**src/rtl/booth_pkg.sv**
```systemverilog
// Shared definitions for the radix-4 Booth multiplier: FSM states, digit
// operations and the iteration-count helper.
package booth_pkg;

    typedef enum logic [1:0] {
        ST_IDLE = 2'd0,
        ST_CALC = 2'd1,
        ST_DONE = 2'd2
    } state_t;

    typedef enum logic [2:0] {
        OP_ZERO = 3'd0,
        OP_PA   = 3'd1,
        OP_P2A  = 3'd2,
        OP_NA   = 3'd3,
        OP_N2A  = 3'd4
    } op_t;

    // One radix-4 digit per two bits of the (WIDTH+2)-bit extended multiplier.
    function automatic int unsigned booth_iters(input int unsigned width);
        return (width + 2) / 2;
    endfunction

endpackage

```
**src/rtl/booth_r4_recoder.sv**
```systemverilog
// Radix-4 Booth recoder: maps the window {b[2i+1], b[2i], b[2i-1]} to a
// multiplicand operation in {0, +A, +2A, -A, -2A}.
module booth_r4_recoder
    import booth_pkg::*;
(
    input  logic [2:0] i_window,
    output logic [2:0] o_op
);

    op_t w_op;

    always_comb begin
        w_op = OP_ZERO;
        unique case (i_window)
            3'b001, 3'b010: w_op = OP_PA;
            3'b011:         w_op = OP_P2A;
            3'b100:         w_op = OP_N2A;
            3'b101, 3'b110: w_op = OP_NA;
            default:        w_op = OP_ZERO;
        endcase
    end

    assign o_op = w_op;

endmodule

```
**src/rtl/booth_multiplier_r4.sv**
```systemverilog
// Sequential radix-4 Booth multiplier with valid/ready on both sides and a
// per-operation signed/unsigned mode; retires one Booth digit per CALC cycle.
module booth_multiplier_r4
    import booth_pkg::*;
#(
    parameter int unsigned WIDTH = 8
) (
    input  logic                 clk,
    input  logic                 reset_n,
    input  logic                 in_valid,
    output logic                 in_ready,
    input  logic [WIDTH-1:0]     multiplicand,
    input  logic [WIDTH-1:0]     multiplier,
    input  logic                 is_signed,
    output logic                 out_valid,
    input  logic                 out_ready,
    output logic [2*WIDTH-1:0]   product,
    output logic                 busy
);

    localparam int unsigned N  = booth_iters(WIDTH);
    localparam int unsigned CW = $clog2(N);
    localparam int unsigned EW = WIDTH + 2;
    localparam int unsigned AW = 2 * WIDTH + 4;
    localparam int unsigned PW = 2 * WIDTH;

    state_t          r_state;
    state_t          w_state_next;
    logic [CW-1:0]   r_cnt;
    logic [EW-1:0]   r_a_ext;
    logic [EW:0]     r_mult_sh;
    logic [AW-1:0]   r_acc;
    logic [PW-1:0]   r_product;

    logic [EW-1:0]   w_a_in;
    logic [EW-1:0]   w_b_in;
    logic [AW-1:0]   w_a_se;
    logic [AW-1:0]   w_pp;
    logic [AW-1:0]   w_acc_next;
    logic [2:0]      w_op_bits;
    op_t             w_op;
    logic            w_accept;
    logic            w_last;

    assign w_a_in   = is_signed ? {{2{multiplicand[WIDTH-1]}}, multiplicand} : {2'b00, multiplicand};
    assign w_b_in   = is_signed ? {{2{multiplier[WIDTH-1]}}, multiplier} : {2'b00, multiplier};
    assign w_accept = in_valid & in_ready;
    assign w_last   = (r_cnt == CW'(N - 1));
    assign w_a_se   = {{(AW - EW){r_a_ext[EW-1]}}, r_a_ext};

    booth_r4_recoder u_recoder (
        .i_window (r_mult_sh[2:0]),
        .o_op     (w_op_bits)
    );

    assign w_op = op_t'(w_op_bits);

    always_ff @(posedge clk or negedge reset_n) begin
        if (!reset_n) begin
            r_state <= ST_IDLE;
        end else begin
            r_state <= w_state_next;
        end
    end

    always_comb begin
        w_state_next = r_state;
        unique case (r_state)
            ST_IDLE: if (in_valid) w_state_next = ST_CALC;
            ST_CALC: if (w_last) w_state_next = ST_DONE;
            ST_DONE: if (out_ready) w_state_next = in_valid ? ST_CALC : ST_IDLE;
            default: w_state_next = ST_IDLE;
        endcase
    end

    always_comb begin
        in_ready  = (r_state == ST_IDLE) | ((r_state == ST_DONE) & out_ready);
        out_valid = (r_state == ST_DONE);
        busy      = (r_state == ST_CALC);
    end

    // Partial product is placed at weight 4^cnt; the window shifts down instead.
    always_comb begin
        w_pp = '0;
        unique case (w_op)
            OP_PA:   w_pp = w_a_se;
            OP_P2A:  w_pp = w_a_se << 1;
            OP_NA:   w_pp = -w_a_se;
            OP_N2A:  w_pp = -(w_a_se << 1);
            default: w_pp = '0;
        endcase
        w_acc_next = r_acc + (w_pp << {r_cnt, 1'b0});
    end

    always_ff @(posedge clk or negedge reset_n) begin
        if (!reset_n) begin
            r_cnt     <= '0;
            r_a_ext   <= '0;
            r_mult_sh <= '0;
            r_acc     <= '0;
            r_product <= '0;
        end else if (w_accept) begin
            r_cnt     <= '0;
            r_a_ext   <= w_a_in;
            r_mult_sh <= {w_b_in, 1'b0};
            r_acc     <= '0;
        end else if (r_state == ST_CALC) begin
            r_cnt     <= r_cnt + CW'(1);
            r_mult_sh <= r_mult_sh >> 2;
            r_acc     <= w_acc_next;
            if (w_last) begin
                r_product <= w_acc_next[PW-1:0];
            end
        end
    end

    assign product = r_product;

endmodule

```
**config.mk**
```make
export PLATFORM = sky130hd
export DESIGN_NAME = booth_multiplier_r4
export DESIGN_NICKNAME = d
export VERILOG_FILES = /design/src/rtl/booth_pkg.sv /design/src/rtl/booth_r4_recoder.sv /design/src/rtl/booth_multiplier_r4.sv
export SDC_FILE = /design/constraint.sdc
export NUM_CORES = 1
export LEC_CHECK = 0
export CELL_PAD_IN_SITES_DETAIL_PLACEMENT = 1
export CELL_PAD_IN_SITES_GLOBAL_PLACEMENT = 1
export CORE_ASPECT_RATIO = 0.8
export CORE_MARGIN = 2
export CORE_UTILIZATION = 37
export DETAILED_ROUTE_END_ITERATION = 8
export GPL_TIMING_DRIVEN = 0
export HOLD_SLACK_MARGIN = 0.08
export PLACE_DENSITY_LB_ADDON = 0.15
export SYNTH_ARGS = -nofsm -noshare
export SYNTH_HDL_FRONTEND = slang
export SYNTH_HIERARCHICAL = 1
export SYNTH_SLANG_ARGS = --single-unit
export TNS_END_PERCENT = 1
```
**constraint.sdc**
```tcl
create_clock -name clk -period 6.8 [get_ports clk]
set_clock_uncertainty 0.15 [all_clocks]
set_input_delay 0.68 -clock clk [delete_from_list [all_inputs] [get_ports clk]]
set_output_delay 0.68 -clock clk [all_outputs]
set_load 0.02 [all_outputs]
```
==> summary.txt <==
Global routing
  • Total GRT Usage: 21.23%
  • Initial antenna violation count: 0
  • Pin count of the biggest net entering global routing: 33
  • Global-route wire length before repair: 18970 um
  • Number of global-route vias before repair: 3659
  • Total grt overflow: 0

Layout
  • Area Growth Syn to Fin: 18.75%
  • Filler instances: 1280
  • Share of cells above drive strength 1: 8.266%
  • Final std cell area, no fill: 0.004603 mm^2
  • # nets final: 535
  • Diode count: 0
  • Non-Filler Instances: 636
  • Most frequent cells in the layout: nand2_1, dfrtp_1, o21ai_0
  • Most common cell after layout, fill and taps aside: nand2_1

Floorplan
  • Core area: approximately 0.010 mm^2
  • Die W: 118.4 um
  • I/O Pins: 40
  • Core Rows: 33
  • Die height: 95.55 um
  • Total Die Area: 0.01132 mm^2
  • Starting density of the core: 37.85%

Routing
  • Number of antenna-violating nets in the routed design: 0
  • Pre-antenna DRT Iters: 4
  • Via count: approximately 3600
  • Total Wirelength: 11640 um
  • Vias per cell: 5.591
  • Drt initial violations: 136
  • Routed len/inst: 18.30 um
  • Residual DRC: 0

Flow run
  • Max_cap viols: 0

Synth
  • Yosys cell types: 61
  • Mean Syn Cell Area: between 8 and 9 um^2
  • Syn Std Cell Area: 0.003876 mm^2
  • Dominant synthesized flop cell: dfrtp_1
  • Post-Syn Nets: between 400 and 500
  • Cells after Synth: 448
  • Async SR Flop Fraction: 100.0%
  • Ys Warns: 6
  • Number of synthesized flops with an enable pin: 0
  • Seq/Total Area, Yosys: between 30% and 40%
  • Number of synthesized register bits: 56

Clock tree
  • Sink Count: 56
  • Root Driver: clkbuf_16
  • Max clock buf depth: 2
  • Hold-fix buffers, CTS: 0
  • Max H-tree Level: 2
  • Postcts setup bufs: 0
  • Clock Pin Slew Worst Setup and Hold Paths: 80 ps
  • TritonCTS Buffers: 5
  • Post_cts resized: 0
  • CTS tree: yes
  • Worst-Skew Late Latency: 300 ps

Timing
  • Final period utilization: 85.35%
  • RSZ-0062 raised after global routing: false
  • Worst-margin pin slew: 915.5 ps
  • Rel. slew slack: 38.17%
  • Minimum clock period: around 5800 ps
  • Maximum clock rate: 0.1723 GHz
  • Final setup fails: 0
  • Final Hold Viols: 0
  • Slew Viols, Final: 0
  • Setup TNS: 0 ps

Critical path
  • Startpoint types: flop
  • Critical path arrival: between 5000 and 6000 ps
  • CP max FO: 10
  • CP Capture Type: flop
  • Critical path class: flop to flop
  • Worst path required time: just under 7000 ps

Placement
  • Inst Count DP: between 600 and 700
  • GPL Wtd Cong: 0.8724
  • Port Buffer Count: 39
  • Cell area after placement: 0.004457 mm^2
  • Dpl hpwl: 8767 um

Hold path
  • HP Class: input pin to async pin

Status
  • Status: complete, no violations
[cell families (layout without fill, tap and decap cells)]
family | after synthesis | count (layout) | share of synthesized area [%]
AO/OA/AOI/OAI | 148 | 148 | 24.73
adder cells (fa/ha/maj) | 19 | 19 | 6.327
buffers and inverters | 39 | 87 | 3.938
AND/OR/NAND/NOR | 149 | 149 | 19.37
multiplexers | 16 | 16 | 4.551
flip-flops | 56 | 56 | 36.15
XOR/XNOR | 21 | 21 | 4.939
[metrics by stage]
stage,setup slack [ps],hold slack [ps],util (%)
finish,996.3,225.1,44.95
detailed placement,1081,314.6,43.52
global placement,1130,308.5,43.38
floorplan,2212,234.4,-
CTS,1030,256.9,44.95
global route,557.5,281.5,44.95
[cells in the mapped netlist (8+ instances only)]
library cell,number,area share [%]
a21oi_1,22,2.8
a22oi_1,9,1.7
a31oi_1,8,1.3
clkbuf_1,23,2.2
dfrtp_1,56,36
ha_1,18,5.8
mux2_2,12,3.5
nand2_1,66,6.4
nand2b_1,9,1.5
nor2_1,22,2.1
nor2b_1,9,1.5
o21ai_0,39,5.0
o22ai_1,13,2.1
xnor2_1,8,1.8
xor2_1,12,2.7
[worst paths after layout]
check | from | endpoint | slack [ps] | depth (start not counted)
max | r_mult_sh[1] | r_acc[14] | 1000 | 17
min | reset_n | r_a_ext[5] | 230 | 1
max reg2reg | r_mult_sh[1] | r_acc[14] | 1000 | 17
min reg2reg | product[11] | product[11] | 330 | 2
max in group asynchronous | reset_n | product[0] | 5660 | 2
min in group clk | product[11] | product[11] | 330 | 2
[final cells by class]
type	instances	area, um^2	area share (%)
buffer	28	111.4	2.419
multi-input combinational	353	2322	50.45
sequential	56	1401	30.44
clock buffer	5	125.1	2.718
timing repair buffer	40	405.4	8.807
tap	140	175.2	3.805
clock inverter	3	21.27	0.4621
inverter	11	41.29	0.8970
[registers in the layout, summed over array words and instances (netlist names)]
name / cells
product: 16
r_acc: 16
r_mult_sh: 10
r_a_ext: 9
r_cnt: 3
r_state: 2
[layer usage]
layer	track usage [%]	share of wire (%)	up-vias
met5	0	0	-
met4	4.464	0.87	0
met3	3.230	3.4	10
met2	34.92	44	57
met1	29.86	52	1763
li1	-	-	1726
[worst max-delay path, cell delays in order, from the launching register on]
cell      delay [ps]
dfrtp_1          420
xor2_1           290
a21o_1           250
clkbuf_1         200
clkbuf_1         290
nor3_1           730
a22oi_1          200
a2bb2o_1         370
nor3b_1          370
ha_1             370
a211oi_1         250
nor2_1           100
a2111o_1         430
a41o_1           280
o41ai_1          490
o21ai_1          160
xnor2_1          210
o22ai_1          100
Power is left out: the tool's default activity adds up to more than one toggle a clock period on the data nets, which glitch-free logic cannot reach.
